<file path="config.mk">
export PLATFORM = sky130hd
export DESIGN_NAME = addsub_pipe
export DESIGN_NICKNAME = d
export VERILOG_FILES = /design/src/rtl/addsub_pkg.sv /design/src/rtl/addsub_slice.sv /design/src/rtl/addsub_pipe.sv
export SDC_FILE = /design/constraint.sdc
export NUM_CORES = 1
export LEC_CHECK = 0
export BUFFER_PORTS_ARGS = -buffer_cell sky130_fd_sc_hd__buf_2
export CORE_ASPECT_RATIO = 1.1
export CORE_UTILIZATION = 33
export DETAILED_ROUTE_END_ITERATION = 8
export GPL_ROUTABILITY_DRIVEN = 0
export PLACE_DENSITY_LB_ADDON = 0.15
export SYNTH_ARGS = -nofsm -noshare
export SYNTH_HDL_FRONTEND = slang
export SYNTH_SLANG_ARGS = --single-unit
</file>
<file path="constraint.sdc">
create_clock -name clk -period 3.9 [get_ports clk]
set_input_delay 0.39 -clock clk [delete_from_list [all_inputs] [get_ports clk]]
set_output_delay 0.39 -clock clk [all_outputs]
set_load 0.02 [all_outputs]
</file>
<file path="src/rtl/addsub_pkg.sv">
// Shared definitions for the pipelined adder/subtractor.
// Holds the default geometry, the per-stage record layout and the signed
// saturation limit helpers.
package addsub_pkg;

    localparam int unsigned DefaultWidth = 16;
    localparam int unsigned DefaultChunk = 4;

    // Widest operand the saturation helpers can describe.
    localparam int unsigned MaxWidth = 64;

    // Per-stage record at the default width. The top declares the same layout
    // sized by its own WIDTH parameter.
    typedef struct packed {
        logic                    valid;
        logic                    sub;
        logic                    sat;
        logic                    carry;
        logic [DefaultWidth-1:0] a;
        logic [DefaultWidth-1:0] b;    // already inverted for subtract
        logic [DefaultWidth-1:0] sum;  // chunks below the current stage are final
    } stage_t;

    // Largest signed value of the given width (0x7F..F), zero-extended.
    function automatic logic [MaxWidth-1:0] sat_max(input int unsigned width);
        return (MaxWidth'(1) << (width - 1)) - MaxWidth'(1);
    endfunction

    // Most negative signed value of the given width (0x80..0), zero-extended.
    function automatic logic [MaxWidth-1:0] sat_min(input int unsigned width);
        return MaxWidth'(1) << (width - 1);
    endfunction

endpackage

</file>
<file path="src/rtl/addsub_slice.sv">
// Combinational CHUNK-bit ripple-carry adder slice.
// Ports:
//   a, b  - operand chunks (b already inverted for subtract)
//   cin   - carry into bit 0
//   sum   - chunk sum
//   cout  - carry out of the top bit
module addsub_slice #(
    parameter int unsigned CHUNK = 4
) (
    input  logic [CHUNK-1:0] a,
    input  logic [CHUNK-1:0] b,
    input  logic             cin,
    output logic [CHUNK-1:0] sum,
    output logic             cout
);

    logic [CHUNK:0] carry;

    always_comb begin
        carry    = '0;
        sum      = '0;
        carry[0] = cin;
        for (int i = 0; i < int'(CHUNK); i++) begin
            sum[i]       = a[i] ^ b[i] ^ carry[i];
            carry[i + 1] = (a[i] & b[i]) | (carry[i] & (a[i] ^ b[i]));
        end
        cout = carry[CHUNK];
    end

endmodule

</file>
<file path="src/rtl/addsub_pipe.sv">
// Pipelined two's-complement adder/subtractor with optional signed saturation.
// The operand is processed CHUNK bits per stage with a registered inter-stage
// carry; a final output register applies overflow detection and saturation.
// The whole pipeline stalls together when the output is held.
// Ports:
//   clk, rst_n            - clock, asynchronous active-low reset
//   in_valid/in_ready     - input handshake
//   in_a, in_b            - operands
//   in_sub                - 1: A-B, 0: A+B
//   in_sat                - 1: clamp signed overflow
//   out_valid/out_ready   - output handshake
//   out_sum               - result
//   out_cout              - raw carry out of the MSB (subtract: 1 = no borrow)
//   out_ovf               - signed overflow (reported even when saturated)
//   out_zero              - out_sum == 0 after saturation
module addsub_pipe
    import addsub_pkg::*;
#(
    parameter int unsigned WIDTH = DefaultWidth,  // must be a multiple of CHUNK
    parameter int unsigned CHUNK = DefaultChunk   // at least 1
) (
    input  logic             clk,
    input  logic             rst_n,
    input  logic             in_valid,
    output logic             in_ready,
    input  logic [WIDTH-1:0] in_a,
    input  logic [WIDTH-1:0] in_b,
    input  logic             in_sub,
    input  logic             in_sat,
    output logic             out_valid,
    input  logic             out_ready,
    output logic [WIDTH-1:0] out_sum,
    output logic             out_cout,
    output logic             out_ovf,
    output logic             out_zero
);

    localparam int unsigned STAGES = WIDTH / CHUNK;
    localparam int unsigned Last   = STAGES - 1;

    localparam logic [WIDTH-1:0] SatMax = WIDTH'(sat_max(WIDTH));
    localparam logic [WIDTH-1:0] SatMin = WIDTH'(sat_min(WIDTH));

    typedef struct packed {
        logic             valid;
        logic             sub;
        logic             sat;
        logic             carry;
        logic [WIDTH-1:0] a;
        logic [WIDTH-1:0] b;
        logic [WIDTH-1:0] sum;
    } pipe_stage_t;

    pipe_stage_t      st_q [STAGES];
    pipe_stage_t      st_d [STAGES];
    logic [CHUNK-1:0] sl_sum  [STAGES];
    logic             sl_cout [STAGES];

    logic             advance;
    logic [WIDTH-1:0] raw_sum;
    logic [WIDTH-1:0] res_sum;
    logic             res_ovf;

    assign advance  = !out_valid || out_ready;
    assign in_ready = advance;

    // Slice k works on chunk k of the record held in stage register k.
    for (genvar k = 0; k < int'(STAGES); k++) begin : g_slice
        addsub_slice #(
            .CHUNK (CHUNK)
        ) u_slice (
            .a    (st_q[k].a[k*CHUNK +: CHUNK]),
            .b    (st_q[k].b[k*CHUNK +: CHUNK]),
            .cin  (st_q[k].carry),
            .sum  (sl_sum[k]),
            .cout (sl_cout[k])
        );
    end

    always_comb begin
        // Stage 0 captures operands; data only moves when a transaction is present.
        st_d[0]       = st_q[0];
        st_d[0].valid = in_valid;
        if (in_valid) begin
            st_d[0].a     = in_a;
            st_d[0].b     = in_b ^ {WIDTH{in_sub}};
            st_d[0].sub   = in_sub;
            st_d[0].sat   = in_sat;
            st_d[0].carry = in_sub;
            st_d[0].sum   = '0;
        end
        for (int k = 1; k < int'(STAGES); k++) begin
            st_d[k]                          = st_q[k-1];
            st_d[k].sum[(k-1)*CHUNK +: CHUNK] = sl_sum[k-1];
            st_d[k].carry                    = sl_cout[k-1];
        end
    end

    always_comb begin
        raw_sum                         = st_q[Last].sum;
        raw_sum[Last*CHUNK +: CHUNK]    = sl_sum[Last];
        res_ovf = (st_q[Last].a[WIDTH-1] == st_q[Last].b[WIDTH-1]) &&
                  (raw_sum[WIDTH-1] != st_q[Last].a[WIDTH-1]);
        res_sum = raw_sum;
        if (st_q[Last].sat && res_ovf) begin
            res_sum = st_q[Last].a[WIDTH-1] ? SatMin : SatMax;
        end
    end

    always_ff @(posedge clk or negedge rst_n) begin
        if (!rst_n) begin
            for (int k = 0; k < int'(STAGES); k++) begin
                st_q[k] <= '0;
            end
            out_valid <= 1'b0;
            out_sum   <= '0;
            out_cout  <= 1'b0;
            out_ovf   <= 1'b0;
            out_zero  <= 1'b0;
        end else if (advance) begin
            for (int k = 0; k < int'(STAGES); k++) begin
                st_q[k] <= st_d[k];
            end
            out_valid <= st_q[Last].valid;
            // Bubbles leave the previous result in place rather than garbage.
            if (st_q[Last].valid) begin
                out_sum  <= res_sum;
                out_cout <= sl_cout[Last];
                out_ovf  <= res_ovf;
                out_zero <= (res_sum == '0);
            end
        end
    end

endmodule

</file>
==> results of run 1 <==
-- sequential cells by signal (all words and copies together), names as in the netlist --
name       flops
out_sum       16
st_d          90
raw_sum       12
st_q          14
out_ovf        1
out_cout       1
out_zero       1
out_valid      1
-- kinds of logic (layout without fill, tap and decap cells) --
group / Yosys count / in the layout / synth area share, %
flip-flops: 136 / 136 / 58.2
adder cells (fa/ha/maj): 17 / 17 / 5.69
multiplexers: 16 / 16 / 3.66
buffers and inverters: 65 / 127 / 4.83
AND/OR/NAND/NOR: 220 / 220 / 14.9
AO/OA/AOI/OAI: 107 / 107 / 9.90
XOR/XNOR: 18 / 18 / 2.82
-- synthesized netlist by cell type (all sizes together) --
master,number
inv,30
a21boi,1
and4,1
xor2,3
a21oi,51
nor2,10
ha,1
o31ai,11
nand3b,1
a21o,1
a31oi,5
nand3,6
nor2b,2
nand2b,1
nor3,2
nor4b,1
o21ai,37
and3,1
and2,1
clkbuf,19
a32o,1
mux2,16
buf,16
nor4,2
fa,16
dfrtp,136
nand2,192
xnor2,15
-- area by class of cell --
cell class                 instances  area [um2]  area share [%]
sequential                       136        3400            49.4
multi-input combinational        378        2170            31.5
clock buffer                      24         482            7.00
timing repair buffer              65         349            5.07
tap                              234         293            4.25
inverter                          30         114            1.65
clock inverter                     8        71.3            1.04
-- layout by cell type (no fill, tap or decap), types with 7 or more instances in the layout --
cell type / n
sky130_fd_sc_hd__a21oi_1: 51
sky130_fd_sc_hd__clkbuf_16: 17
sky130_fd_sc_hd__buf_4: 7
sky130_fd_sc_hd__o21ai_0: 37
sky130_fd_sc_hd__nor2_1: 10
sky130_fd_sc_hd__dfrtp_1: 136
sky130_fd_sc_hd__mux2_2: 7
sky130_fd_sc_hd__fa_1: 16
sky130_fd_sc_hd__mux2_4: 9
sky130_fd_sc_hd__inv_1: 29
sky130_fd_sc_hd__o31ai_1: 11
sky130_fd_sc_hd__xnor2_1: 15
sky130_fd_sc_hd__nand2_1: 192
sky130_fd_sc_hd__buf_2: 57
-- layer usage --
metal	track usage, %	wire length, um
met1	19.8	5930
met2	22.6	5380
met3	3.32	375
met4	6.63	202
met5	0	0
-- path summary, 6_finish.rpt --
path	start	to	slack [ns]	depth (start not counted)
worst max-delay path	st_q[48]	out_sum[3]	0.71	10
min in group clk	in_sat	st_d[153]	0.21	2
max in group asynchronous	rst_n	st_d[55]	2.95	2
worst max register to register	st_q[48]	out_sum[3]	0.71	10
worst min register to register	st_d[95]	st_d[95]	0.47	2
worst min-delay path	rst_n	out_valid	0.08	1
-- power breakdown --
part | switching (W) | total, W | internal (W)
clock | 0.000570 | 0.00149 | 0.000922
sequential | 0.000383 | 0.00243 | 0.00204
combinational | 0.00131 | 0.00214 | 0.000827
total | 0.00226 | 0.00606 | 0.00379
-- through the flow --
| step | instances | hold WS (ns) |
|---|---|---|
| detailed placement | 843 | 0.457 |
| floorplan | 579 | 0.0944 |
| global route | 875 | 0.154 |
| global placement | 843 | 0.450 |
| finish | 875 | 0.0824 |
| CTS | 875 | 0.129 |
-- critical path: stages, from the launching register on --
cell and delay [ns]:
sky130_fd_sc_hd__dfrtp_1 0.40, sky130_fd_sc_hd__fa_1 0.42, sky130_fd_sc_hd__inv_1 0.08, sky130_fd_sc_hd__fa_1 0.17, sky130_fd_sc_hd__inv_1 0.05, sky130_fd_sc_hd__fa_1 0.42
sky130_fd_sc_hd__inv_1 0.09, sky130_fd_sc_hd__fa_1 0.47, sky130_fd_sc_hd__xor2_2 0.22, sky130_fd_sc_hd__nor3_2 0.57, sky130_fd_sc_hd__o31ai_1 0.16
==> flow_summary.rst, run 1 <==
.. list-table::
   :header-rows: 1

   * - Metric
     - Value
   * - Result of the run
     - complete, no violations
   * - Number of endpoints with negative hold slack in the final report
     - 0
   * - Synth Warn #
     - 0
   * - Antenna-violating nets left
     - 0
   * - Clock tree from TritonCTS
     - done
   * - Core Rows
     - 50
   * - Seq cells post-synth
     - 136
   * - Cts repair resizes
     - 0
   * - Fraction of layout instances using a drive strength above 1
     - around 18%
   * - Final critical-path required period
     - approximately 3.2 ns
   * - Crit Path Category
     - flop to flop
   * - Synth Area per Inst
     - 10.1 um2
   * - Critical path startpoint category
     - flop
   * - Width of the die
     - about 130 um
   * - Initial antenna violation count
     - 0
   * - Normalized max-slew margin
     - around 34%
   * - Unrepaired setup endpoints after global routing
     - no
   * - Actual slew at the worst max-slew pin
     - 0.988 ns
   * - Total placed instance area
     - 6330 um2
   * - Hold-fix buffer count after cts
     - 0
   * - DRC violations left
     - 0
   * - Die Y-Extent
     - 142 um
   * - Drt wl/cell
     - 13.6 um
   * - Total gr overflow
     - 0
   * - Post-synthesis cell type count
     - 36
   * - Total Neg Setup Slack
     - 0 ns
   * - Worst Skew
     - around 0.0077 ns
   * - Total clock sinks
     - 136
   * - # setup viols final
     - 0
   * - Largest area contributor in the netlist
     - sky130_fd_sc_hd__dfrtp_1
   * - I/O Buffers
     - 58
   * - Overall Power
     - between 0.006 and 0.007 W
   * - Clock latency of the later-clocked register in the worst-skew pair
     - 0.41 ns
   * - Nets
     - 683
   * - CTS H-tree depth
     - 4
   * - Setup slack after placement
     - 0.702 ns
   * - Worst vdd rail ir drop
     - 0.000414 V
   * - Clock buffer count from CTS
     - 17
   * - Via count of the first global-routing pass
     - 4112
   * - Buffers from clock root to sink, at most
     - 2
   * - Leakage power total
     - 3.34 nW
   * - Wire length reported by the detailed router
     - around 12000 um
   * - Fmax
     - between 300 and 400 MHz
   * - Via count
     - 4022
   * - Crit-path max FO
     - 10
   * - Netlist area before placement
     - 5850 um2
   * - Max capacitance violation total
     - 0
   * - Post-synthesis sequential area ratio
     - 58.2%
   * - DRC marker count from the first detailed-route iteration
     - 230
   * - Die area
     - 18300 um2
   * - First-pass GRT wire length
     - between 20000 and 25000 um
   * - I/O pins
     - 59
   * - Required time reported for the critical path endpoint
     - 4.16 ns
   * - CP arrival
     - roughly 3.5 ns
   * - Initial cell density of the core
     - between 30% and 40%
   * - Setup slack after layout
     - 0.707 ns
   * - Count of mapped cells out of synthesis
     - 579
   * - Share of the synthesized area in the top cell type
     - 58.2%
   * - CP endpoint kind
     - flop
   * - Hold crit path type
     - primary input to async pin
   * - First-pass iteration count of the detailed router
     - 4
   * - Filler cell count
     - 1716
   * - Areal power density over the cells
     - 880 nW/um2
   * - Area contributors post-synth
     - sky130_fd_sc_hd__dfrtp_1, sky130_fd_sc_hd__nand2_1, sky130_fd_sc_hd__fa_1, sky130_fd_sc_hd__a21oi_1, sky130_fd_sc_hd__o21ai_0
   * - Ratio of final minimum period to clock period
     - approximately four fifths
   * - Core area
     - ~17000 um2
   * - # diodes
     - 0
   * - Master cell of the clock root buffer
     - sky130_fd_sc_hd__clkbuf_16
   * - Growth of design area from synthesis to finish
     - 17.6%
   * - Total setup buffers inserted after CTS
     - 0
   * - Utilization after layout
     - between 40% and 50%
   * - Max Transition Viols Final
     - 0
   * - Half-perimeter wire length of the detailed placement result
     - 7790 um
   * - Post-route cell area
     - 6880 um2
   * - Synthesized Nets
     - 634
   * - Clock slew seen by the registers of the worst setup and hold paths
     - 0.06 ns
   * - Global-route usage over all layers
     - between 10% and 20%
   * - Maximum number of pins on one net before global-route repair
     - between 100 and 150
   * - DR vias/cell
     - approximately 4.6
Note: power is estimated with default switching activity, not from simulation.
==> run 2, diff against run 1 <==
Clock period 3.9 ns to 3.1 ns, I/O delays scaled along.
==> run 2 against run 1 <==
Net effect: worst hold slack better by 0.043 ns; power increased by 33%; non-clock buffer count up 7; clock skew shrank 0.0036 ns; count of clock-buffer cells in the layout up 4; critical path depth up 1; sequential power is 26% higher; via count decreased by 0.20%; largest cell class unchanged; first-iteration DRC count decreased by 7.0%.
==> flow_summary.rst, run 2 (synthesis gave the netlist of run 1 again) <==
.. list-table::
   :header-rows: 1

   * - Metric
     - Value
   * - Result of the run
     - complete, no violations
   * - Die Y-Extent
     - 142 um (unchanged)
   * - Master cell of the clock root buffer
     - sky130_fd_sc_hd__clkbuf_16
   * - Normalized max-slew margin
     - 50.6% (+16 points)
   * - Ratio of final minimum period to clock period
     - 95.5% (+14 points)
   * - Buffers from clock root to sink, at most
     - 2 (unchanged)
   * - Total placed instance area
     - 6350 um2 (+0.32%)
   * - Number of endpoints with negative hold slack in the final report
     - 0 (unchanged)
   * - Growth of design area from synthesis to finish
     - 19.9%
   * - Drt wl/cell
     - 13.4 um (-1.2%)
   * - Largest register FFs
     - 90 (unchanged)
   * - Via count of the first global-routing pass
     - 4150 (+0.92%)
   * - CP endpoint kind
     - flop
   * - Clock latency of the later-clocked register in the worst-skew pair
     - 0.41 ns (about the same)
   * - Utilization after layout
     - 40.8% (+0.76 points)
   * - DRC marker count from the first detailed-route iteration
     - 214 (-7.0%)
   * - Fmax
     - 338 MHz (+7.9%)
   * - Total clock sinks
     - 136 (unchanged)
   * - DR vias/cell
     - 4.56 (-0.77%)
   * - Max capacitance violation total
     - 0 (unchanged)
   * - DRC violations left
     - 0 (unchanged)
   * - Core area
     - 17200 um2 (unchanged)
   * - Global-route usage over all layers
     - 14.6% (-0.050 points)
   * - Via count
     - 4014 (-0.20%)
   * - Worst Skew
     - 0.00409 ns (-0.00362 ns)
   * - First-pass iteration count of the detailed router
     - 4 (unchanged)
   * - Crit Path Category
     - flop to flop
   * - # setup viols final
     - 0 (unchanged)
   * - Actual slew at the worst max-slew pin
     - 0.742 ns (-0.246 ns)
   * - Width of the die
     - 129 um (unchanged)
   * - Critical path startpoint category
     - flop
   * - Maximum number of pins on one net before global-route repair
     - 74 (-27%)
   * - Required time reported for the critical path endpoint
     - 3.38 ns (-0.78 ns)
   * - Critical Path Slowest Stage Cell
     - sky130_fd_sc_hd__fa_2
   * - Half-perimeter wire length of the detailed placement result
     - 7850 um (+0.82%)
   * - Core Rows
     - 50 (unchanged)
   * - Total gr overflow
     - 0 (unchanged)
   * - Fraction of layout instances using a drive strength above 1
     - 18.7% (+1.1 points)
   * - # diodes
     - 0 (unchanged)
   * - Total Neg Setup Slack
     - 0 ns (unchanged)
   * - Hold crit path type
     - primary input to flop
   * - Family with the most delay on the worst path
     - adder cells
   * - Antenna-violating nets left
     - 0 (unchanged)
   * - Unrepaired setup endpoints after global routing
     - no
   * - Max Transition Viols Final
     - 0 (unchanged)
   * - Post-route cell area
     - 7010 um2 (+1.9%)
   * - Initial cell density of the core
     - 34.0% (unchanged)
   * - I/O pins
     - 59 (unchanged)
   * - Clock tree from TritonCTS
     - done
   * - Clock slew seen by the registers of the worst setup and hold paths
     - 0.05 ns (about the same)
   * - Initial antenna violation count
     - 0 (unchanged)
   * - Nets
     - 690 (+1.0%)
   * - Cell-by-cell listing of the critical path
     - fa_2 -> inv_2 -> fa_1 -> inv_1 -> fa_1 -> inv_2 -> fa_2 -> xor2_4 -> buf_4 -> o21ai_0 -> a31oi_1
   * - Areal power density over the cells
     - 1150 nW/um2 (+31%)
   * - CTS H-tree depth
     - 4 (unchanged)
   * - Worst vdd rail ir drop
     - 0.000507 V (+22%)
   * - Buffers & Inverters on Critical Path
     - 4 (+1)
   * - Crit-path max FO
     - 3 (-7)
   * - Die area
     - 18300 um2 (unchanged)
   * - Leakage power total
     - 3.39 nW (+1.6%)
   * - Most common cell after layout, fill and taps aside
     - sky130_fd_sc_hd__nand2_1
   * - Longest individual stage delay on the worst path
     - 0.53 ns (-0.04 ns)
   * - Final critical-path required period
     - 2.96 ns (-0.234 ns)
   * - Clock buffer count from CTS
     - 17 (unchanged)
   * - I/O Buffers
     - 58 (unchanged)
   * - First-pass GRT wire length
     - 20700 um (-0.17%)
   * - Wire length reported by the detailed router
     - 11800 um (-0.64%)
   * - Most used cells in the layout excluding fill and tap cells
     - sky130_fd_sc_hd__nand2_1, sky130_fd_sc_hd__dfrtp_1, sky130_fd_sc_hd__buf_2
   * - CP arrival
     - 3.24 ns (-0.22 ns)
[run 2: stage by stage]
step	hold WS, ns	total power [W]	std cells	worst slack [ns]
2_1_floorplan	0.0144	0.00499	579	0.202
3_3_place_gp	0.332	0.00577	844	-0.0202
3_5_place_dp	0.340	0.00585	844	-0.0779
4_1_cts	0.108	0.00781	875	0.0539
5_1_grt	0.102	0.00876	880	0.0406
6_report	0.125	0.00806	880	0.141
[run 2: final timing paths]
path	depth (start not counted)	slack [ns]	to	start
max in group asynchronous	3	1.87	st_d[41]	rst_n
max reg2reg	11	0.14	out_sum[8]	st_q[48]
max	11	0.14	out_sum[8]	st_q[48]
min in group asynchronous	2	0.46	st_d[103]	rst_n
min reg2reg	2	0.47	st_d[6]	st_d[6]
min	2	0.13	st_d[148]	in_a[12]
[run 2: power by group]
part / internal [W] / switching, W / total [W] / leakage, nW
sequential: 0.00257 / 0.000495 / 0.00307 / 1.61
combinational: 0.00130 / 0.00178 / 0.00308 / 1.50
clock: 0.00122 / 0.000694 / 0.00192 / 0.277
[run 2: final cells by class]
type                       count  area [um2]
fill                        1688       10200
sequential                   136        3400
multi-input combinational    378        2210
clock buffer                  28         527
timing repair buffer          72         430
tap                          234         293
inverter                      30         114
clock inverter                 2        35.0
[run 2: what timing repair did]
item / CTS / global route
endpoints found under the hold margin: 60 / 0
setup buffers: 0 / 4
cloned: 0 / 1
endpoints found under the setup margin: 10 / 16
resized for setup: 1 / 9
pin swaps: 0 / 5
hold buffers: 1 / 0
[run 2: routing by layer]
| metal | wire length (um) | share of wire (%) | GRT usage [%] |
|---|---|---|---|
| met5 | 0 | 0 | 0 |
| met4 | 161 | 1.4 | 6.13 |
| met3 | 438 | 3.7 | 4.19 |
| met2 | 5360 | 45 | 22.0 |
| met1 | 5850 | 50 | 19.7 |
